### src/rtl/mips_multicycle_ctrl_if.sv
// Memory-side handshake between the multi-cycle sequencer and the shared
// instruction/data memory.
interface mips_multicycle_ctrl_if;
  logic mem_read;
  logic mem_write;
  logic i_or_d;
  logic mem_ready;

  modport master (output mem_read, output mem_write, output i_or_d, input mem_ready);
  modport slave  (input mem_read, input mem_write, input i_or_d, output mem_ready);
endinterface

### src/rtl/mips_multicycle_ctrl.sv
// Multi-cycle MIPS sequencer: steps each instruction through fetch/decode/
// execute/memory/writeback, with a memory-ready watchdog and illegal-opcode trap.
module mips_multicycle_ctrl #(
  parameter int MEM_TIMEOUT = 16,
  parameter int RETIRE_W    = 32
) (
  input  logic                clk,
  input  logic                rst,
  input  logic                run,
  input  logic [5:0]          opcode,
  mips_multicycle_ctrl_if.master mem,
  output logic                pc_write,
  output logic                pc_write_cond,
  output logic                ir_write,
  output logic                mem_to_reg,
  output logic                reg_dst,
  output logic                reg_write,
  output logic                alu_src_a,
  output logic [1:0]          alu_src_b,
  output logic [1:0]          alu_op,
  output logic [1:0]          pc_source,
  output logic [3:0]          state,
  output logic                busy,
  output logic [1:0]          trap_cause,
  output logic [RETIRE_W-1:0] retired
);

  typedef enum logic [3:0] {
    S_IDLE      = 4'd0,
    S_FETCH     = 4'd1,
    S_DECODE    = 4'd2,
    S_MEM_ADDR  = 4'd3,
    S_MEM_READ  = 4'd4,
    S_MEM_WB    = 4'd5,
    S_MEM_WRITE = 4'd6,
    S_R_EXEC    = 4'd7,
    S_R_WB      = 4'd8,
    S_BRANCH    = 4'd9,
    S_JUMP      = 4'd10,
    S_ADDI_EXEC = 4'd11,
    S_ADDI_WB   = 4'd12,
    S_TRAP      = 4'd15
  } state_t;

  localparam int CW = $clog2(MEM_TIMEOUT + 2);
  localparam logic [CW-1:0] LIMIT = CW'(MEM_TIMEOUT > 0 ? MEM_TIMEOUT - 1 : 0);

  state_t                state_q, state_d;
  logic [1:0]            trap_q, trap_d;
  logic [CW-1:0]         wait_q;
  logic [RETIRE_W-1:0]   retired_q;
  logic                  retire;
  logic                  timeout;
  logic                  wait_state;
  logic                  mem_read_c, mem_write_c, i_or_d_c;

  assign wait_state = (state_q == S_FETCH) || (state_q == S_MEM_READ) || (state_q == S_MEM_WRITE);
  // Expires on the cycle the count would reach MEM_TIMEOUT; a ready in that cycle still wins.
  assign timeout    = (MEM_TIMEOUT > 0) && !mem.mem_ready && (wait_q == LIMIT);

  always_ff @(posedge clk or negedge rst) begin
    if (!rst) begin
      state_q   <= S_IDLE;
      trap_q    <= '0;
      wait_q    <= '0;
      retired_q <= '0;
    end else begin
      state_q <= state_d;
      trap_q  <= trap_d;
      if (state_d != state_q)
        wait_q <= '0;
      else if (wait_state && !mem.mem_ready && wait_q != '1)
        wait_q <= wait_q + CW'(1);
      if (retire && retired_q != '1)
        retired_q <= retired_q + RETIRE_W'(1);
    end
  end

  always_comb begin
    state_d = state_q;
    trap_d  = trap_q;
    retire  = 1'b0;
    case (state_q)
      S_IDLE: if (run) state_d = S_FETCH;
      S_FETCH, S_MEM_READ: begin
        if (mem.mem_ready)
          state_d = (state_q == S_FETCH) ? S_DECODE : S_MEM_WB;
        else if (timeout) begin
          state_d = S_TRAP;
          trap_d  = 2'b10;
        end
      end
      S_DECODE: begin
        case (opcode)
          6'h00:        state_d = S_R_EXEC;
          6'h23, 6'h2B: state_d = S_MEM_ADDR;
          6'h04:        state_d = S_BRANCH;
          6'h02:        state_d = S_JUMP;
          6'h08:        state_d = S_ADDI_EXEC;
          default: begin
            state_d = S_TRAP;
            trap_d  = 2'b01;
          end
        endcase
      end
      S_MEM_ADDR:  state_d = (opcode == 6'h23) ? S_MEM_READ : S_MEM_WRITE;
      S_MEM_WRITE: begin
        if (mem.mem_ready) begin
          state_d = run ? S_FETCH : S_IDLE;
          retire  = 1'b1;
        end else if (timeout) begin
          state_d = S_TRAP;
          trap_d  = 2'b10;
        end
      end
      S_R_EXEC:    state_d = S_R_WB;
      S_ADDI_EXEC: state_d = S_ADDI_WB;
      S_MEM_WB, S_R_WB, S_BRANCH, S_JUMP, S_ADDI_WB: begin
        state_d = run ? S_FETCH : S_IDLE;
        retire  = 1'b1;
      end
      S_TRAP:  state_d = S_TRAP;
      default: state_d = S_IDLE;
    endcase
  end

  always_comb begin
    pc_write      = 1'b0;
    pc_write_cond = 1'b0;
    i_or_d_c      = 1'b0;
    mem_read_c    = 1'b0;
    mem_write_c   = 1'b0;
    ir_write      = 1'b0;
    mem_to_reg    = 1'b0;
    reg_dst       = 1'b0;
    reg_write     = 1'b0;
    alu_src_a     = 1'b0;
    alu_src_b     = 2'b00;
    alu_op        = 2'b00;
    pc_source     = 2'b00;
    case (state_q)
      S_FETCH: begin
        mem_read_c = 1'b1;
        alu_src_b  = 2'b01;
        ir_write   = mem.mem_ready;
        pc_write   = mem.mem_ready;
      end
      S_DECODE: alu_src_b = 2'b11;
      S_MEM_ADDR, S_ADDI_EXEC: begin
        alu_src_a = 1'b1;
        alu_src_b = 2'b10;
      end
      S_MEM_READ: begin
        mem_read_c = 1'b1;
        i_or_d_c   = 1'b1;
      end
      S_MEM_WB: begin
        reg_write  = 1'b1;
        mem_to_reg = 1'b1;
      end
      S_MEM_WRITE: begin
        mem_write_c = 1'b1;
        i_or_d_c    = 1'b1;
      end
      S_R_EXEC: begin
        alu_src_a = 1'b1;
        alu_op    = 2'b10;
      end
      S_R_WB: begin
        reg_write = 1'b1;
        reg_dst   = 1'b1;
      end
      S_BRANCH: begin
        alu_src_a     = 1'b1;
        alu_op        = 2'b01;
        pc_write_cond = 1'b1;
        pc_source     = 2'b01;
      end
      S_JUMP: begin
        pc_write  = 1'b1;
        pc_source = 2'b10;
      end
      S_ADDI_WB: reg_write = 1'b1;
      default: ;
    endcase
  end

  assign mem.mem_read  = mem_read_c;
  assign mem.mem_write = mem_write_c;
  assign mem.i_or_d    = i_or_d_c;
  assign state         = state_q;
  assign busy          = (state_q != S_IDLE) && (state_q != S_TRAP);
  assign trap_cause    = trap_q;
  assign retired       = retired_q;

endmodule

### src/flat_wrapper.sv
// flat-port wrapper written by rule: the top's interface ports become plain ports
module mips_multicycle_ctrl_flat 
#(
  parameter int MEM_TIMEOUT = 16,
  parameter int RETIRE_W    = 32
)
  (clk, rst, run, opcode, pc_write, pc_write_cond, ir_write, mem_to_reg, reg_dst, reg_write, alu_src_a, alu_src_b, alu_op, pc_source, state, busy, trap_cause, retired, mem_mem_read, mem_mem_write, mem_i_or_d, mem_mem_ready);
  mips_multicycle_ctrl_if mem_i ();
  input  logic clk;
  input  logic rst;
  input  logic run;
  input  logic [5:0] opcode;
  output logic pc_write;
  output logic pc_write_cond;
  output logic ir_write;
  output logic mem_to_reg;
  output logic reg_dst;
  output logic reg_write;
  output logic alu_src_a;
  output logic [1:0] alu_src_b;
  output logic [1:0] alu_op;
  output logic [1:0] pc_source;
  output logic [3:0] state;
  output logic busy;
  output logic [1:0] trap_cause;
  output logic [RETIRE_W-1:0] retired;
  output wire logic [$bits(mem_i.mem_read)-1:0] mem_mem_read;
  output wire logic [$bits(mem_i.mem_write)-1:0] mem_mem_write;
  output wire logic [$bits(mem_i.i_or_d)-1:0] mem_i_or_d;
  input wire logic [$bits(mem_i.mem_ready)-1:0] mem_mem_ready;
  assign mem_mem_read = mem_i.mem_read;
  assign mem_mem_write = mem_i.mem_write;
  assign mem_i_or_d = mem_i.i_or_d;
  assign mem_i.mem_ready = mem_mem_ready;
  mips_multicycle_ctrl #(.MEM_TIMEOUT(MEM_TIMEOUT), .RETIRE_W(RETIRE_W)) u_core (.clk(clk), .rst(rst), .run(run), .opcode(opcode), .mem(mem_i), .pc_write(pc_write), .pc_write_cond(pc_write_cond), .ir_write(ir_write), .mem_to_reg(mem_to_reg), .reg_dst(reg_dst), .reg_write(reg_write), .alu_src_a(alu_src_a), .alu_src_b(alu_src_b), .alu_op(alu_op), .pc_source(pc_source), .state(state), .busy(busy), .trap_cause(trap_cause), .retired(retired));
endmodule
### config.mk
export PLATFORM = sky130hd
export DESIGN_NAME = mips_multicycle_ctrl_flat
export DESIGN_NICKNAME = d
export VERILOG_FILES = /design/src/rtl/mips_multicycle_ctrl_if.sv /design/src/rtl/mips_multicycle_ctrl.sv /design/src/flat_wrapper.sv
export SDC_FILE = /design/constraint.sdc
export NUM_CORES = 1
export LEC_CHECK = 0
export ABC_AREA = 1
export BUFFER_PORTS_ARGS = -buffer_cell sky130_fd_sc_hd__buf_4
export CORE_MARGIN = 2
export CORE_UTILIZATION = 57
export CTS_BUF_LIST = sky130_fd_sc_hd__clkbuf_2
export CTS_CLUSTER_DIAMETER = 100
export DETAILED_ROUTE_END_ITERATION = 16
export PLACE_DENSITY = 0.8
export SYNTH_ARGS = -nofsm -noshare
export SYNTH_HDL_FRONTEND = slang
export SYNTH_SLANG_ARGS = --single-unit
export TNS_END_PERCENT = 50
### constraint.sdc
create_clock -name clk -period 2.45 [get_ports clk]
set_input_delay 0.1225 -clock clk [delete_from_list [all_inputs] [get_ports clk]]
set_output_delay 0.1225 -clock clk [all_outputs]
set_load 0.02 [all_outputs]
### Word-level counts from Yosys, hierarchy flattened

Index checks and enable logic that the tools add are counted.

* add/subtract/negate cells: 2
* equality and inequality tests: 26
* muxes and demuxes: 30
* reductions and logical operators: 23

Operators with widths (count)
* $pmux W4 S9: 1
* $add A32 B1 Y32 const B: 1
* $ne A32 B32 Y1 const B: 1
* $eq A4 B4 Y1 const B: 6
* $pmux W4 S5: 1
* $eq A4 B3 Y1 const B: 4
* $mux W4: 4
* $eq A6 B6 Y1 const B: 2
* $pmux W2 S2: 3
* $mux W1: 11
* $mux W5: 2
* $eq A4 B2 Y1 const B: 2
* $mux W2: 4
* $reduce_or A2 Y1: 4
* $eq A6 B2 Y1 const B: 1
* $eq A6 B3 Y1 const B: 1
* $eq A6 B4 Y1 const B: 1
* $logic_not A6 Y1: 1
* $pmux W2 S3: 1
* $reduce_or A3 Y1: 2
* $reduce_or A6 Y1: 1
* $add A5 B1 Y5 const B: 1
* $eq A5 B4 Y1 const B: 1
* $logic_and A1 B1 Y1: 5
* 16 further kinds: 20

* flip-flop bits (word level): 43
* bits of input ports: 10
* output and inout bits: 55
* word-level logic and storage cells: 85

### Logic depth before layout (Yosys ltp)

Gate-level depths: netlist of run 1.

* depth in word-level cells: 7
* gate-level depth with buffers: 14
* gate-level depth less buffers: 14

### Worst setup path after synthesis of run 1

Ideal clock, no wire load.

* path kind: register to register
* from: reg u_core.retired_q[0], in the netlist u_core.retired[0]
* to: reg u_core.retired_q[5], in the netlist u_core.retired[5]
* library setup time: 122 ps
* arrival time: 1748 ps
* required time: 2328 ps
* slack: 580 ps
* cell stages (with the launch flop): 12
* buffers on the path: 1
* period minus slack after synthesis: 1870 ps
* cell sequence: dfrtp_1 -> ha_1 -> nand3_2 -> nor2_4 -> nand3_4 -> nor2_4 -> nand4_2 -> nand2_4 -> inv_2 -> buf_2 -> nand2_1 -> o21ai_1

* longest elaborated chain between the ends: 2
* elaborated cells on any way between the ends: 3
* classes of those cells: add/sub: 1; eq/ne: 1; reduce/logical: 1

Ends and longest elaborated chain
* from (decl): line mips_multicycle_ctrl.sv:51 `logic [RETIRE_W-1:0] retired_q;`
* from (signal assigned): line mips_multicycle_ctrl.sv:75 `retired_q <= retired_q + RETIRE_W'(1);`
* branches (longest 2 deep; another with $add A32 B1 Y32)

Parallel ways; which one is timed is not known.
A chain may end at the register's enable or synchronous reset.

### Worst setup path after layout of run 1

* from: reg u_core.retired_q[0], in the netlist u_core.retired[0]
* to: reg u_core.retired_q[22], in the netlist u_core.retired[22]

The elaborated chain is that of the path after synthesis.

==> results of run 1 <==
-- power by group through the flow --
stage	Combinational, mW	Clock [mW]	Sequential (mW)
2_1_floorplan	1.28	0	1.16
3_3_place_gp	1.96	0	1.03
3_5_place_dp	1.98	0	1.04
4_1_cts	1.99	0.435	1.03
5_1_grt	2.18	0.462	1.05
6_report	1.99	0.419	1.03
-- per-layer routing --
layer / up-vias / global-route usage (%) / wire length, um
met1: 1342 / 36.2 / 3420
met4: 0 / 9.46 / 100
li1: 1464 / - / -
met2: 97 / 38.6 / 3270
met5: - / 0 / 0
met3: 11 / 6.94 / 472
-- synthesized netlist by cell type (3+ instances only) --
| cell type | count | area share, % |
|---|---|---|
| inv_2 | 6 | 0.74 |
| nand3_2 | 6 | 2.0 |
| dfrtp_1 | 43 | 35 |
| nand3_1 | 23 | 3.8 |
| nand4_1 | 10 | 2.1 |
| nor2_2 | 3 | 0.62 |
| inv_1 | 53 | 6.6 |
| xor2_1 | 26 | 7.5 |
| nor2_4 | 6 | 2.2 |
| nor4_1 | 5 | 1.0 |
| nand2_1 | 119 | 15 |
| nor3_2 | 6 | 2.0 |
| buf_2 | 3 | 0.49 |
| nor3_1 | 18 | 3.0 |
| nand2_2 | 9 | 1.9 |
| o21ai_1 | 13 | 2.1 |
| nor2_1 | 44 | 5.4 |
| ha_1 | 4 | 1.6 |
| o21ai_0 | 8 | 1.3 |
| xnor2_1 | 5 | 1.4 |
-- placed cells by master, fill, tap and decap left out, drive strengths merged --
cell type / instances
and3: 1
buf: 64
bufinv: 1
clkbuf: 5
clkinv: 2
dfrtp: 43
dlygate4sd3: 1
ha: 4
inv: 59
nand2: 130
nand3: 30
nand3b: 1
nand4: 11
nor2: 53
nor3: 24
nor4: 5
o21ai: 22
o22ai: 1
xnor2: 5
xor2: 27
-- tightest hold or removal path, delay by kind of cell --
kind          cells  cell delay (ns)
buf+inv           2             0.11
simple gates      3             0.20
-- sequential cells by signal, indices dropped and copies added (netlist names) --
| register | flops |
|---|---|
| u_core.retired | 32 |
| u_core.wait_q | 5 |
| u_core.state | 4 |
| u_core.trap_cause | 2 |
-- cell type report --
cell class                      count  area [um^2]
Multi-Input combinational cell    314         1700
Fill cell                         455         1500
Sequential cell                    43         1080
Timing Repair Buffer               65          490
Inverter                           59          224
Tap cell                           70         87.6
Clock inverter                      3         43.8
Clock buffer                        5         25.0
-- final timing paths --
kind	cells past startpoint	to	slack [ns]
min reg2reg	2	u_core.trap_cause[1]$_DFFE_PN0P_	0.53
max in group asynchronous	2	u_core.state[0]$_DFF_PN0_	1.88
max reg2reg	12	u_core.retired[22]$_DFFE_PN0P_	0.34
min	5	u_core.state[0]$_DFF_PN0_	0.05
max	12	u_core.retired[22]$_DFFE_PN0P_	0.34
min in group asynchronous	2	u_core.retired[21]$_DFFE_PN0P_	0.18
-- metrics by stage --
| stage | util, % | total power [mW] |
|---|---|---|
| 6_report | 70.9 | 3.44 |
| 5_1_grt | 70.9 | 3.69 |
| 4_1_cts | 70.9 | 3.45 |
| 3_5_place_dp | 69.3 | 3.02 |
| 3_3_place_gp | 69.3 | 2.99 |
| 2_1_floorplan | - | 2.44 |
-- repair_timing --
item                       in CTS  in global routing
hold buffers                    1                  0
hold endpoints to repair       43                  0
resized for setup               0                  2
setup endpoints to repair       0                  3
-- cell families (layout without fill, tap and decap cells) --
family / Yosys count / in the layout
AOI/OAI and AO/OA: 23 / 23
xor gates and xnor gates: 32 / 32
and+or+nand+nor: 255 / 255
DFF: 43 / 43
buffers and inverters: 65 / 132
adders and majority gates: 4 / 4
==> reports/results.txt, run 1 <==
Origin of the critical flop-to-flop path - u_core.retired[0]$_DFFE_PN0P_
Core area - 0.00514 mm^2
Slew Limit Fails - 0
Initial core utilization - 59.1%
Routed Antenna Nets - 0
PD cells - 944 mW/mm^2
H-Tree Depth - 2
Share of layout cells above drive strength 1 - 23.3%
Pre-Repair DR Iteration Count - 5
CP dominant cell by count - nand2_1
Worst slew pin tran - 0.539 ns
Cell total after placement - 550
Hold_ws - 0.0548 ns
CTS Sinks - 43
RSZ-0062 raised after global routing - no
Startpoint types - flip-flop
Clk pwr share - 12.2%
Final WS setup - 0.339 ns
Peak supply drop - 0.992 mV
Sw frac - 51.1%
PortBufs - 64
Crit path max fanout - 34
Setup bufs post-CTS - 0
Synth unique cells - 30
Critical-path cell with the highest stage delay - dfrtp_1
Via count - 2914
Wire per inst - 13.0 um
Multiplexer area fraction after synthesis - 0%
Synth Instances - 422
Fin Setup TNS - 0 ns
Post-Syn Nets - 436
Hold Crit Class - input port to flip-flop
Max frequency - 474 MHz
Synth Cell Area - 0.00304 mm^2
Placer Congestion - 1.00
Vias in the first global route - 2742
WP data arrival - 2.46 ns
Lkg Pwr - 1.81 nW
Kind of critical path - flip-flop to flip-flop
Post-synth EDFFs - 0
Worst-path clk slew - 0.23 ns
# diodes - 0
Gr ovfl total - 0
Sequential power share - 30.0%
Critical Path, Cell by Cell - ha_1 -> nand3_2 -> nor2_4 -> nand3_4 -> nor2_4 -> nand4_2 -> nand2_4 -> inv_4 -> nand2_1 -> nor2_1 -> nand2_1 -> nand2_1
Die width - 77.0 um
Share of flip-flops with an asynchronous set or reset - 100%
Clk_skew - 0.0209 ns
P&R area growth vs syn - 20.0%
Number of synthesis warnings - 0
Final count of negative-setup-slack endpoints - 0
Final Hold Vio Count - 0
Antenna violations before repair - 0
Post-Synth Simple-Gate Area - 40.8%
Critical path's top delay family - simple AND/OR/NAND/NOR gates
Total wire length - 7.26 mm
P_sw - 1.76 mW
Cell-internal power - 1.68 mW
Rel. slew slack - 64.1%
Crit path time final - 2.11 ns
Pre-CTS setup slack - 0.240 ns
CP Buf/Inv Count - 1
Root buffer cell - clkbuf_2
Sequential fraction of the synthesis area - 35.4%
CP startpoint - u_core.retired[0]$_DFFE_PN0P_
Row cnt - 26
DRC Markers - 0
#FFs+latches synth - 43
Crit. End Element - flip-flop
Post-Synth XOR/XNOR Area - 9.48%
MaxCap Viol Count - 0
Area after detailed placement - 0.00356 mm^2
Hold_sp - run
Part of the power in combinational logic - 57.8%
Die H - 77.0 um
Die area - 0.00593 mm^2
Avg Synthesized Cell Area - 7.20 um^2
Critical Path Max Stage Delay - 0.46 ns
Largest net degree at the start of global routing - 44
I/O pin cnt - 65
Cell area after layout - 0.00364 mm^2
Cts bufs inserted - 5
Initial DRC count - 198
Post-synthesis adder-cell area fraction - 1.65%
Clock buffer depth - 2
CTS tree - yes
Average vias per placed instance - 5.21
Worst-skew pair later-pin latency - 0.43 ns
Compound-Gate Fraction of Synth Area - 3.96%
Main combinational cell family by area after synthesis - simple AND/OR/NAND/NOR gates
Post-layout instance count excluding filler cells - 559
DP HPWL - 5.77 mm
Status - completed
Total global-route track usage - 25.9%
Final Cycle Share - 86.1%
Nets - 502
First-pass GRT wire length - 12.3 mm
Most used DFF post-synth - dfrtp_1
Critical Path RT - 2.80 ns
Note: power is estimated with default switching activity, not from simulation.
==> run 2, diff against run 1 <==
--- a/config.mk
+++ b/config.mk
@@ -9,7 +9,7 @@
 export BUFFER_PORTS_ARGS = -buffer_cell sky130_fd_sc_hd__buf_4
 export CORE_MARGIN = 2
 export CORE_UTILIZATION = 57
-export CTS_BUF_LIST = sky130_fd_sc_hd__clkbuf_2
+export CTS_BUF_LIST = sky130_fd_sc_hd__clkbuf_2 sky130_fd_sc_hd__clkbuf_4 sky130_fd_sc_hd__clkbuf_8
 export CTS_CLUSTER_DIAMETER = 100
 export DETAILED_ROUTE_END_ITERATION = 16
 export PLACE_DENSITY = 0.8
==> reports/results.txt, run 2 (synthesis gave the netlist of run 1 again) <==
Critical Path Max Stage Delay - 0.42 ns
Worst-path clk slew - 0.09 ns
Startpoint types - flip-flop
Die width - 77.0 um
Core area - 0.00514 mm^2
Max frequency - 478 MHz
MaxCap Viol Count - 0
Rel. slew slack - 64.5%
RSZ-0062 raised after global routing - no
WHS Path Cells - 5
Slew Limit Fails - 0
Hold_sp - run
Worst Hold Endpoint - u_core.state[0]$_DFF_PN0_
Critical path's top delay family - simple AND/OR/NAND/NOR gates
Clk pwr share - 15.8%
Vias in the first global route - 2744
DRC Markers - 0
Most common cell after layout, fill and taps aside - nand2_1
R2R depth - 12
Largest register FFs - 32
Wire per inst - 13.1 um
Final Hold Vio Count - 0
Row cnt - 26
Average vias per placed instance - 5.22
Reg2Reg Setup Slack - 0.36 ns
Cts bufs inserted - 5
Fin Setup TNS - 0 ns
Worst-skew pair later-pin latency - 0.31 ns
Final core utilization - 71.8%
Area after detailed placement - 0.00356 mm^2
CP Buf/Inv Count - 1
Peak supply drop - 0.993 mV
First-pass GRT wire length - 12.4 mm
Kind of critical path - flip-flop to flip-flop
Root buffer cell - clkbuf_8
Clock buffer depth - 2
Sw frac - 49.5%
Cell-internal power - 1.81 mW
# diodes - 0
Critical-path cell with the highest stage delay - dfrtp_1
Most frequent cells in the layout - nand2_1, buf_4, inv_1, nor2_1, dfrtp_1
P_sw - 1.78 mW
Clk_skew - 0.00750 ns
I/O pin cnt - 65
Crit path time final - 2.09 ns
Via count - 2917
R2r endpoint - u_core.retired[22]$_DFFE_PN0P_
PortBufs - 64
Largest net degree at the start of global routing - 44
Share of layout cells above drive strength 1 - 23.3%
Antenna violations before repair - 0
Gr ovfl total - 0
Die H - 77.0 um
Pre-Repair DR Iteration Count - 5
P&R area growth vs syn - 21.5%
Total wire length - 7.30 mm
Cell area after layout - 0.00369 mm^2
Worst slew pin tran - 0.532 ns
Sequential power share - 28.7%
Crit path max fanout - 34
WP data arrival - 2.29 ns
Final count of negative-setup-slack endpoints - 0
Routed Antenna Nets - 0
H-Tree Depth - 2
Critical Path, Cell by Cell - ha_1 -> nand3_2 -> nor2_4 -> nand3_4 -> nor2_4 -> nand4_2 -> nand2_4 -> inv_4 -> nand2_1 -> nor2_1 -> nand2_1 -> nand2_1
Total global-route track usage - 26.2%
Placer Congestion - 1.00
Setup bufs post-CTS - 0
Final Cycle Share - 85.5%
Origin of the critical flop-to-flop path - u_core.retired[0]$_DFFE_PN0P_
DP HPWL - 5.77 mm
Lkg Pwr - 1.82 nW
CP dominant cell by count - nand2_1
CTS Sinks - 43
CTS tree - yes
Hold Crit Class - input port to flip-flop
Nets - 502
Initial DRC count - 184
Crit. End Element - flip-flop
PD cells - 974 mW/mm^2
Die area - 0.00593 mm^2
Status - completed
Part of the power in combinational logic - 55.6%
Initial core utilization - 59.1%
Critical Path RT - 2.65 ns
run 2: cell type report:
| class | instances | area (um^2) |
|---|---|---|
| Multi-Input combinational cell | 314 | 1700 |
| Fill cell | 443 | 1450 |
| Sequential cell | 43 | 1080 |
| Timing Repair Buffer | 65 | 490 |
| Inverter | 59 | 224 |
| Tap cell | 70 | 87.6 |
| Clock buffer | 5 | 68.8 |
| Clock inverter | 3 | 43.8 |
run 2: tightest hold or removal path, cell delays in order:
cell,delay (ns)
buf_4,0.08
inv_1,0.03
nand2_1,0.05
nand2_1,0.08
nand3_2,0.07
run 2: through the flow:
step / setup WS [ns] / hold slack [ns] / power [mW] / instances
floorplan: 0.580 / -0.173 / 2.44 / 422
global placement: 0.353 / 0.140 / 2.99 / 550
detailed placement: 0.240 / 0.142 / 3.02 / 550
CTS: 0.223 / 0.162 / 3.59 / 559
global route: 0.121 / 0.206 / 3.85 / 559
finish: 0.356 / 0.179 / 3.59 / 559
run 2: power by group through the flow:
stage	Clock, mW	Sequential, mW	Combinational, mW
after detailed placement	0	1.04	1.98
after floorplan	0	1.16	1.28
after CTS	0.574	1.03	1.99
after global placement	0	1.03	1.96
after global routing	0.613	1.05	2.18
final	0.566	1.03	2.00
run 2: worst max path at each step:
stage,start,to,slack (ns),cells past startpoint
after floorplan,u_core.retired[0]$_DFFE_PN0P_,u_core.retired[5]$_DFFE_PN0P_,0.58,11
after global placement,u_core.state[0]$_DFF_PN0_,u_core.retired[27]$_DFFE_PN0P_,0.35,10
after detailed placement,u_core.retired[0]$_DFFE_PN0P_,u_core.retired[27]$_DFFE_PN0P_,0.24,11
after CTS,u_core.retired[0]$_DFFE_PN0P_,u_core.retired[22]$_DFFE_PN0P_,0.22,11
after global routing,u_core.retired[0]$_DFFE_PN0P_,u_core.retired[22]$_DFFE_PN0P_,0.12,12
final,u_core.retired[0]$_DFFE_PN0P_,u_core.retired[22]$_DFFE_PN0P_,0.36,12
run 2: timing repair:
action                                  in CTS  in global routing
hold buffers                                 1                  0
endpoints found under the setup margin       0                  2
hold endpoints to repair                    43                  0
resized for setup                            0                  2
run 2: metal layers:
metal	vias to the layer above	routed length (um)	GRT usage (%)
met5	-	0	0
met4	0	133	9.11
met3	14	538	6.82
met2	106	3310	39.5
met1	1332	3320	36.7
li1	1465	-	-
==> run 3, diff against run 2 <==
--- a/config.mk
+++ b/config.mk
@@ -12,7 +12,7 @@
 export CTS_BUF_LIST = sky130_fd_sc_hd__clkbuf_2 sky130_fd_sc_hd__clkbuf_4 sky130_fd_sc_hd__clkbuf_8
 export CTS_CLUSTER_DIAMETER = 100
 export DETAILED_ROUTE_END_ITERATION = 16
-export PLACE_DENSITY = 0.8
+export PLACE_DENSITY_LB_ADDON = 0.05
 export SYNTH_ARGS = -nofsm -noshare
 export SYNTH_HDL_FRONTEND = slang
 export SYNTH_SLANG_ARGS = --single-unit
==> reports/results.txt, run 3 (synthesis gave the netlist of run 1 again) <==
Area after detailed placement - 0.00358 mm^2
Peak supply drop - 0.689 mV
Rel. slew slack - 64.1%
CTS Sinks - 43
Critical Path RT - 2.63 ns
# diodes - 0
WHS Path Cells - 5
CTS tree - yes
WP data arrival - 2.23 ns
Crit path time final - 2.06 ns
PD cells - 978 mW/mm^2
Reg2Reg Setup Slack - 0.39 ns
Startpoint types - flip-flop
CP startpoint - u_core.state[0]$_DFF_PN0_
Vias in the first global route - 2760
Worst-skew pair later-pin latency - 0.29 ns
P&R area growth vs syn - 22.0%
Cell area after layout - 0.00371 mm^2
Post-layout instance count excluding filler cells - 561
Crit path max fanout - 27
Origin of the critical flop-to-flop path - u_core.state[0]$_DFF_PN0_
Largest register FFs - 32
MaxCap Viol Count - 0
Max frequency - 486 MHz
Share of layout cells above drive strength 1 - 23.6%
Slew Limit Fails - 0
Critical-path cell with the highest stage delay - dfrtp_1
Die width - 77.0 um
Critical Path, Cell by Cell - inv_2 -> nand2_1 -> nor2_1 -> nor2_4 -> nand3_2 -> nand2_4 -> inv_2 -> nand2_1 -> o21ai_0 -> nand2_1
Cell total after placement - 552
Most common cell after layout, fill and taps aside - nand2_1
DP HPWL - 5.76 mm
Routed Antenna Nets - 0
Gr ovfl total - 0
Clk_skew - 0.00987 ns
Critical Path Max Stage Delay - 0.49 ns
Worst setup endpoint - u_core.retired[27]$_DFFE_PN0P_
Largest net degree at the start of global routing - 44
CP dominant cell by count - nand2_1
Final Cycle Share - 84.0%
Hold Crit Class - input port to flip-flop
Core area - 0.00514 mm^2
Total wire length - 7.31 mm
Kind of critical path - flip-flop to flip-flop
Antenna violations before repair - 0
R2R depth - 10
PortBufs - 64
First-pass GRT wire length - 12.3 mm
Placer Congestion - 0.928
Clock buffer depth - 2
Lkg Pwr - 1.84 nW
Root buffer cell - clkbuf_8
Via count - 2881
Final count of negative-setup-slack endpoints - 0
Wire per inst - 13.0 um
Final Hold Vio Count - 0
Fin Setup TNS - 0 ns
Setup bufs post-CTS - 0
Crit. End Element - flip-flop
Average vias per placed instance - 5.14
Worst-path clk slew - 0.08 ns
Total global-route track usage - 25.5%
Status - completed
I/O pin cnt - 65
Pre-Repair DR Iteration Count - 4
Row cnt - 26
Die H - 77.0 um
Initial core utilization - 59.1%
Initial DRC count - 134
RSZ-0062 raised after global routing - no
Die area - 0.00593 mm^2
DRC Markers - 0
Post_cts resized - 0
Final core utilization - 72.1%
R2r endpoint - u_core.retired[27]$_DFFE_PN0P_
Cts bufs inserted - 5
Most frequent cells in the layout - nand2_1, buf_4, inv_1, nor2_1, dfrtp_1
Nets - 504
H-Tree Depth - 2
Worst slew pin tran - 0.539 ns
[run 3: layer usage]
layer / track usage [%] / part of all wire [%] / up-vias
li1: - / - / 1467
met1: 30.6 / 43 / 1324
met2: 47.1 / 51 / 80
met3: 4.00 / 4.7 / 10
met4: 7.32 / 1.5 / 0
met5: 0 / 0 / -
[run 3: worst min-delay path by stage]
| stage | endpoint | slack, ns | startpoint |
|---|---|---|---|
| finish | u_core.state[0]$_DFF_PN0_ | 0.19 | run |
| global route | u_core.state[0]$_DFF_PN0_ | 0.21 | run |
| CTS | u_core.state[0]$_DFF_PN0_ | 0.17 | run |
| detailed placement | u_core.retired[19]$_DFFE_PN0P_ | 0.15 | rst |
| global placement | u_core.retired[19]$_DFFE_PN0P_ | 0.14 | rst |
| floorplan | u_core.retired[0]$_DFFE_PN0P_ | -0.17 | rst |
[run 3: cell type report]
cell class | count | area (um^2)
clock buffers | 6 | 82.6
clock inverters | 2 | 35.0
fillers | 451 | 1430
inverters | 59 | 221
multi-input cells | 314 | 1700
flip-flops and latches | 43 | 1080
well taps | 70 | 87.6
repair buffers | 67 | 505
[run 3: stage by stage]
stage	hold WS, ns	power, mW	setup slack [ns]
after floorplan	-0.173	2.44	0.580
after global placement	0.142	3.04	0.441
after detailed placement	0.151	3.07	0.414
after CTS	0.174	3.65	0.411
after global routing	0.215	3.88	0.225
final	0.191	3.63	0.391
[run 3: timing repair]
item	4_1_cts	5_1_grt
endpoints found under the setup margin	0	0
hold endpoints to repair	43	0
hold buffers	1	0
[run 3: power by group]
group	switching, mW	leakage [nW]	total [mW]	internal (mW)
sequential	0.189	0.568	1.03	0.842
clock	0.240	0.0612	0.570	0.330
combinational	1.33	1.21	2.02	0.696
total	1.76	1.84	3.63	1.87
[run 3: worst max-delay path: cells and delay by family, from the launching register on]
kind	cells	cell delay (ns)
buffers and inverters	2	0.50
DFF	1	0.49
AOI/OAI and AO/OA	1	0.18
and+or+nand+nor	7	0.77
